--- src/rtl/secuenciador_prog.sv ---
// Program sequencer: fetches 8-bit words from a synchronous ROM and drives the
// control unit's 3-bit opcode for EXEC_CYCLES clocks; JMP/HALT are resolved here.
module secuenciador_prog #(
  parameter int AW          = 5,
  parameter int EXEC_CYCLES = 3
) (
  input  logic          clk,
  input  logic          clear_n,
  input  logic          run,
  input  logic          halt_req,
  input  logic          single_step,
  output logic [AW-1:0] rom_addr,
  input  logic [7:0]    rom_data,
  output logic [2:0]    instruction,
  output logic          exec_valid,
  output logic [1:0]    phase,
  output logic [AW-1:0] pc,
  output logic          busy,
  output logic          halted,
  output logic [7:0]    retired
);

  typedef enum logic [2:0] {
    IDLE,
    FETCH,
    LOAD,
    DECODE,
    EXEC,
    HALTED
  } state_t;

  localparam logic [2:0] OP_IDLE    = 3'b100;
  localparam logic [2:0] OP_JMP     = 3'b100;
  localparam logic [2:0] OP_HALT    = 3'b101;
  localparam logic [1:0] LAST_PHASE = 2'(EXEC_CYCLES - 1);

  state_t     state;
  logic [7:0] ir;
  logic       stop_at_boundary;

  assign rom_addr = pc;

  // A finished instruction (or a JMP) parks in IDLE on halt_req or single-step.
  assign stop_at_boundary = halt_req || single_step;

  always_ff @(posedge clk or negedge clear_n) begin
    if (!clear_n) begin
      state       <= IDLE;
      pc          <= '0;
      ir          <= 8'h80;
      instruction <= OP_IDLE;
      exec_valid  <= 1'b0;
      phase       <= 2'd0;
      busy        <= 1'b0;
      halted      <= 1'b0;
      retired     <= 8'd0;
    end else begin
      case (state)
        IDLE: begin
          if (run && !halt_req) begin
            state <= FETCH;
            busy  <= 1'b1;
          end
        end
        FETCH: begin
          state <= LOAD;
        end
        LOAD: begin
          ir    <= rom_data;
          state <= DECODE;
        end
        DECODE: begin
          case (ir[7:5])
            OP_HALT: begin
              state  <= HALTED;
              busy   <= 1'b0;
              halted <= 1'b1;
            end
            OP_JMP: begin
              pc    <= AW'(ir[4:0]);
              state <= stop_at_boundary ? IDLE : FETCH;
              busy  <= !stop_at_boundary;
            end
            default: begin
              state       <= EXEC;
              instruction <= ir[7:5];
              exec_valid  <= 1'b1;
              phase       <= 2'd0;
            end
          endcase
        end
        EXEC: begin
          // The control unit must see the idle opcode again as soon as the op retires.
          if (phase == LAST_PHASE) begin
            pc          <= pc + AW'(1);
            retired     <= retired + 8'd1;
            instruction <= OP_IDLE;
            exec_valid  <= 1'b0;
            phase       <= 2'd0;
            state       <= stop_at_boundary ? IDLE : FETCH;
            busy        <= !stop_at_boundary;
          end else begin
            phase <= phase + 2'd1;
          end
        end
        HALTED: begin
          if (run) begin
            pc     <= pc + AW'(1);
            state  <= FETCH;
            busy   <= 1'b1;
            halted <= 1'b0;
          end
        end
        default: begin
          state  <= IDLE;
          busy   <= 1'b0;
          halted <= 1'b0;
        end
      endcase
    end
  end

endmodule

--- config.mk ---
export PLATFORM = sky130hd
export DESIGN_NAME = secuenciador_prog
export DESIGN_NICKNAME = d
export VERILOG_FILES = /design/src/rtl/secuenciador_prog.sv
export SDC_FILE = /design/constraint.sdc
export NUM_CORES = 1
export LEC_CHECK = 0
export ABC_AREA = 1
export ABC_CLOCK_PERIOD_IN_PS = 1400
export BUFFER_PORTS_ARGS = -buffer_cell sky130_fd_sc_hd__buf_4
export CORE_MARGIN = 2
export CORE_UTILIZATION = 50
export CTS_BUF_LIST = sky130_fd_sc_hd__clkbuf_8
export DETAILED_ROUTE_END_ITERATION = 7
export PLACE_DENSITY = 0.78
export SKIP_LAST_GASP = 1
export SYNTH_ARGS = -nofsm -noshare
export SYNTH_HDL_FRONTEND = slang
export SYNTH_SLANG_ARGS = --single-unit
--- constraint.sdc ---
create_clock -name clk -period 1.4 [get_ports clk]
set_clock_uncertainty 0.15 [all_clocks]
set_input_delay 0.35 -clock clk [delete_from_list [all_inputs] [get_ports clk]]
set_output_delay 0.35 -clock clk [all_outputs]
set_load 0.005 [all_outputs]
# After elaboration in Yosys (flattened, before gate mapping)
# Index checks and enable logic that the tools add are counted.
[word_totals]
ff_bits = 32
inputBits = 13
[op_classes]
n_eq_ne = 15
bitwise_logic = 2
addsub = 3
muxes = 27
n_reduce_logical = 17
[op_table]
columns = ["operator", "count"]
rows = [
  ["$pmux 3 s6", 1],
  ["$mux 3", 5],
  ["$mux 5", 3],
  ["$pmux 5 s3", 1],
  ["$eq 3x3->1 const B", 4],
  ["$ne 2x2->1 const B", 6],
  ["$pmux 3 s2", 2],
  ["$reduce_and 3->1", 3],
  ["$add 8x1->8 const B", 1],
  ["$mux 1", 8],
  ["$eq 3x2->1 const B", 2],
  ["$add 5x1->5 const B", 1],
  ["$pmux 1 s5", 1],
  ["$reduce_and 5->1", 1],
  ["$mux 2", 2],
  ["$pmux 1 s2", 2],
  ["$pmux 2 s2", 1],
  ["$reduce_and 2->1", 2],
  ["$reduce_and 4->1", 1],
  ["$reduce_or 2->1", 2],
  ["$reduce_or 4->1", 1],
  ["$eq 3x1->1 const B", 1],
  ["$logic_not 3->1", 1],
  ["$ne 3x3->1 const B", 1],
  ["9 further kinds", 11],
]

# Depth between registers and ports, before layout
[depth]
ltp_word = 4
ltp_mapped = 9
ltp_nobuf = 8

# Least setup slack after synthesis
# No wires, ideal clock.
[synth_path]
path_kind = "reg-to-reg"
from = "reg state[1]"
to = "reg retired[4]"
path_stages_with_launch = 7
slack_ps = -23
arrival_time_ps = 1150
setup_time_ps = 123
cell_sequence = "dfrtp_1 nor2_4 nand2_4 nor2_8 nand2_1 o21ai_0 nand2_1"
[synth_between]
elab_chain_cells = 2
[synth_lines]
columns = ["item", "line_no", "source"]
rows = [
  ["start, declared", "37", "state_t state;"],
  ["start signal, assigned", "81", "state <= stop_at_boundary ? IDLE : FETCH;"],
  ["start signal, assigned", "100", "state <= stop_at_boundary ? IDLE : FETCH;"],
  ["$eq 3x3->1", "58", "case (state)"],
  ["$reduce_and 2->1 (no source line)", "n/a", ""],
  ["end signal, assigned", "96", "retired <= retired + 8'd1;"],
  ["end, declared", "20", "output logic [7:0] retired"],
]
# Every way passes these cells.
# A chain may end at the register's enable or synchronous reset.

# Worst setup path after layout
[layout_path]
from = "reg state[0]"
to = "reg pc[1]"
[layout_between]
elab_chain_cells = 3
[layout_lines]
columns = ["item", "line_no", "source"]
rows = [
  ["$eq 3x2->1 / $eq 3x3->1 (equally long branches)", "58", ""],
  ["$ne 2x2->1 (no source line) / $reduce_bool 3->1 (equally long branches)", "n/a", ""],
  ["$reduce_and 4->1 (no source line)", "n/a", ""],
  ["end signal, assigned", "80", "pc <= AW'(ir[4:0]);"],
  ["end signal, assigned", "95", "pc <= pc + AW'(1);"],
  ["end signal, assigned", "108", "pc <= pc + AW'(1);"],
  ["end, declared", "17", "output logic [AW-1:0] pc,"],
]
# Several ways; a longest one is shown, not always the timed one.

==> impl_metrics.ini <==
[outcome]
status = complete, but fails checks
failed_checks = setup timing

[timing]
relSlewSlack_pct = 73.21
layout_setup_ws_ns = -0.06671
fin_setup_tns_ns = -0.3352
fin_crit_sh_pct = 104.8
tightestPinTransition_ns = 0.4018
fin_crit_ns = 1.467
drv_slew = 0
finalHoldViolCount = 0
setup_violations = 14
fin_hold_ws_ns = 0.1136
fmax_ghz = 0.6818
rsz0062_at_grt = yes

[critical_path]
arrival_ns = 1.54
startpoint_type = flip-flop
critPathKind = flip-flop to flip-flop
crit_path_end = pc[1]$_DFFE_PN0P_
reg2reg_to = pc[1]$_DFFE_PN0P_
r2r_start = state[0]$_DFFE_PN0P_
endpoint_kind = flip-flop
cp_data_required_time_ns = 1.47
startpoint = state[0]$_DFFE_PN0P_
rrSetupSlack_ns = -0.07
worst-path-max-fanout = 8
r2r_cells = 7

[floorplanning]
fp.dieArea_sq_um = 3899
io_pins = 39
dieHeight_microns = 62.45
design.core.area_sq_um = 3311
die_width_microns = 62.45
start_util_pct = 51.59
fp-row-count = 21

[clock_tree]
clk_latency_ns = 0.28
numCtsBuffers = 5
cts_tree = done
cts-root-buf = clkbuf_8
htreeDepth = 2
clk_path_buf_depth = 2
path_clk_slew_ns = 0.06
clkSinkCount = 32

[synth]
netlist_area_sq_um = 1708
yosys_warnings = 0
synth_nets = 233
synthCells = 218
synthArstFlopShare_pct = 100.0
synth_edf_count = 0
avgSynthCellArea_sq_um = 7.834
synth_seq_area_share_pct = 47.03
ys_types = 24
synthFlopType = dfrtp_1
yosys_register_bits = 32

[worst_hold_path]
hp-class = input port to flip-flop
hold_start = rom_data[4]

[placement]
dp_hpwl_microns = 2639
numPortBuffers = 38
place_congestion = 0.8004

[detailed_routing]
avgViaCountPerCell = 4.885
drt-wirelength-per-cell_microns = 11.78
ant_nets = 0
vias = 1656
drt-pass1-iter-count = 4
drc = 0
wl_microns = 3994
drt_iter0_markers = 54

[grt]
grt_max_degree = 33
gr-total-overflow = 0
grt_pass1_wl_microns = 6762
grt_pass1_vias = 1567
track_usage_pct = 22.01
antenna_found_initial = 0

[pwr]
power.density_nw_per_um2 = 1977
peakVddDrop_mv = 1.210
power.total_mw = 4.959
p_leak_nw = 1.373

[finish]
diodes = 0
fillerInstances = 255
nets = 307
area_delta_synth_final_pct = 46.89
drive_above_1_share_pct = 40.61

[flow_run]
drv_cap = 0
-- sequential cells by signal (all words and copies together), names as in the netlist --
| register | count |
|---|---|
| busy | 1 |
| exec_valid | 1 |
| halted | 1 |
| instruction | 3 |
| ir | 8 |
| pc | 5 |
| phase | 2 |
| retired | 8 |
| state | 3 |
-- synthesized netlist by cell type, types with 2 or more instances --
| cell type | number | area, sq um |
|---|---|---|
| nand2_1 | 77 | 289.0 |
| dfrtp_1 | 30 | 750.7 |
| inv_1 | 22 | 82.58 |
| nand3_1 | 16 | 80.08 |
| o21ai_0 | 16 | 80.08 |
| nor2_1 | 14 | 52.55 |
| nand2_2 | 6 | 37.54 |
| nand4_1 | 6 | 37.54 |
| buf_4 | 5 | 37.54 |
| inv_2 | 3 | 11.26 |
| xnor2_1 | 3 | 26.28 |
| a21oi_1 | 2 | 10.01 |
| dfstp_2 | 2 | 52.55 |
| ha_1 | 2 | 25.02 |
| nand2_4 | 2 | 22.52 |
| nor2_2 | 2 | 12.51 |
| nor2_4 | 2 | 22.52 |
| o21ai_1 | 2 | 10.01 |
-- area by class of cell --
type                    count  area (sq um)  share of cell area [%]
inverters                  25         98.84                   3.940
well taps                  46         57.56                   2.294
flip-flops and latches     32         809.5                   32.27
clock buffers               6         82.58                   3.292
multi-input cells         154         842.1                   33.57
repair buffers             74         610.6                   24.34
clock inverters             2         7.507                  0.2993
-- per-layer routing --
metal	vias to the layer above	wire, microns	track usage, %
met5	-	0	0
met3	5	204	6.667
met2	44	2011	36.42
met1	770	1723	27.39
met4	0	55	7.778
li1	837	-	-
-- worst min-delay path by stage --
stage,slack [ns],cells past startpoint,to
after CTS,0.11,3,ir[4]$_DFFE_PN0P_
after global routing,0.11,3,ir[2]$_DFFE_PN0P_
final,0.11,3,ir[4]$_DFFE_PN0P_
after global placement,0.16,1,retired[6]$_DFFE_PN0P_
after detailed placement,0.16,1,retired[6]$_DFFE_PN0P_
after floorplan,-0.1,0,busy$_DFFE_PN0P_
-- critical path, cell delays in order (launching register included) --
cell and delay (ns):
dfrtp_2 0.44, nor2_4 0.20, nand2_4 0.11, nand2_4 0.10
inv_6 0.05, a21oi_4 0.18, nand2_1 0.09, nand2_1 0.07
-- through the flow --
step / cell area, sq um / worst slack [ns] / instances / util [%]
2_1_floorplan: 1712 / -0.002941 / 218 / -
3_5_place_dp: 2151 / -0.1060 / 315 / 64.97
6_report: 2509 / -0.06671 / 339 / 75.77
5_1_grt: 2509 / -0.1541 / 339 / 75.77
3_3_place_gp: 2151 / -0.03522 / 315 / 64.97
4_1_cts: 2381 / -0.03404 / 334 / 71.92
-- where the power goes --
group	internal, mW	switching, mW	total, mW
Clock	0.386	0.326	0.711
Sequential	1.31	0.287	1.59
Combinational	1.35	1.30	2.65
Total	3.04	1.92	4.96
-- placed cells by master (no fill, tap or decap) --
cell type | Yosys | final
nand2_1 | 77 | 70
buf_4 | 5 | 59
dfrtp_1 | 30 | 25
inv_1 | 22 | 23
buf_6 | 1 | 14
nand3_1 | 16 | 13
nor2_1 | 14 | 11
o21ai_0 | 16 | 10
nand2_2 | 6 | 9
nand2_4 | 2 | 6
o21ai_1 | 2 | 6
nand4_1 | 6 | 6
clkbuf_8 | 0 | 6
dfrtp_2 | 0 | 5
nor2_4 | 2 | 4
nor2_2 | 2 | 3
inv_2 | 3 | 3
xnor2_1 | 3 | 3
nand3_2 | 0 | 2
a21oi_1 | 2 | 2
o21ai_2 | 0 | 2
ha_1 | 2 | 2
dfstp_2 | 2 | 2
nand3_4 | 0 | 1
inv_6 | 0 | 1
a21oi_4 | 1 | 1
nor2_8 | 1 | 1
o22ai_1 | 1 | 1
xor2_1 | 1 | 1
dlygate4sd3_1 | 0 | 1
-- cells by family (layout without fill, tap and decap cells) --
| family | count (synthesis) | after routing | synth area share, % |
|---|---|---|---|
| XOR/XNOR | 4 | 4 | 2.052 |
| AND/OR/NAND/NOR | 126 | 126 | 33.63 |
| buffers and inverters | 32 | 107 | 8.645 |
| AO/OA/AOI/OAI | 22 | 22 | 7.180 |
| flip-flops | 32 | 32 | 47.03 |
| adder cells (fa/ha/maj) | 2 | 2 | 1.465 |
-- timing repair --
action	CTS	global route
hold buffers	1	0
pin swaps	6	11
gates resized for setup	19	29
gates cloned	0	0
hold endpoints to repair	30	0
endpoints found under the setup margin	23	37
buffers inserted	10	5
(Power assumes the default switching activity.)
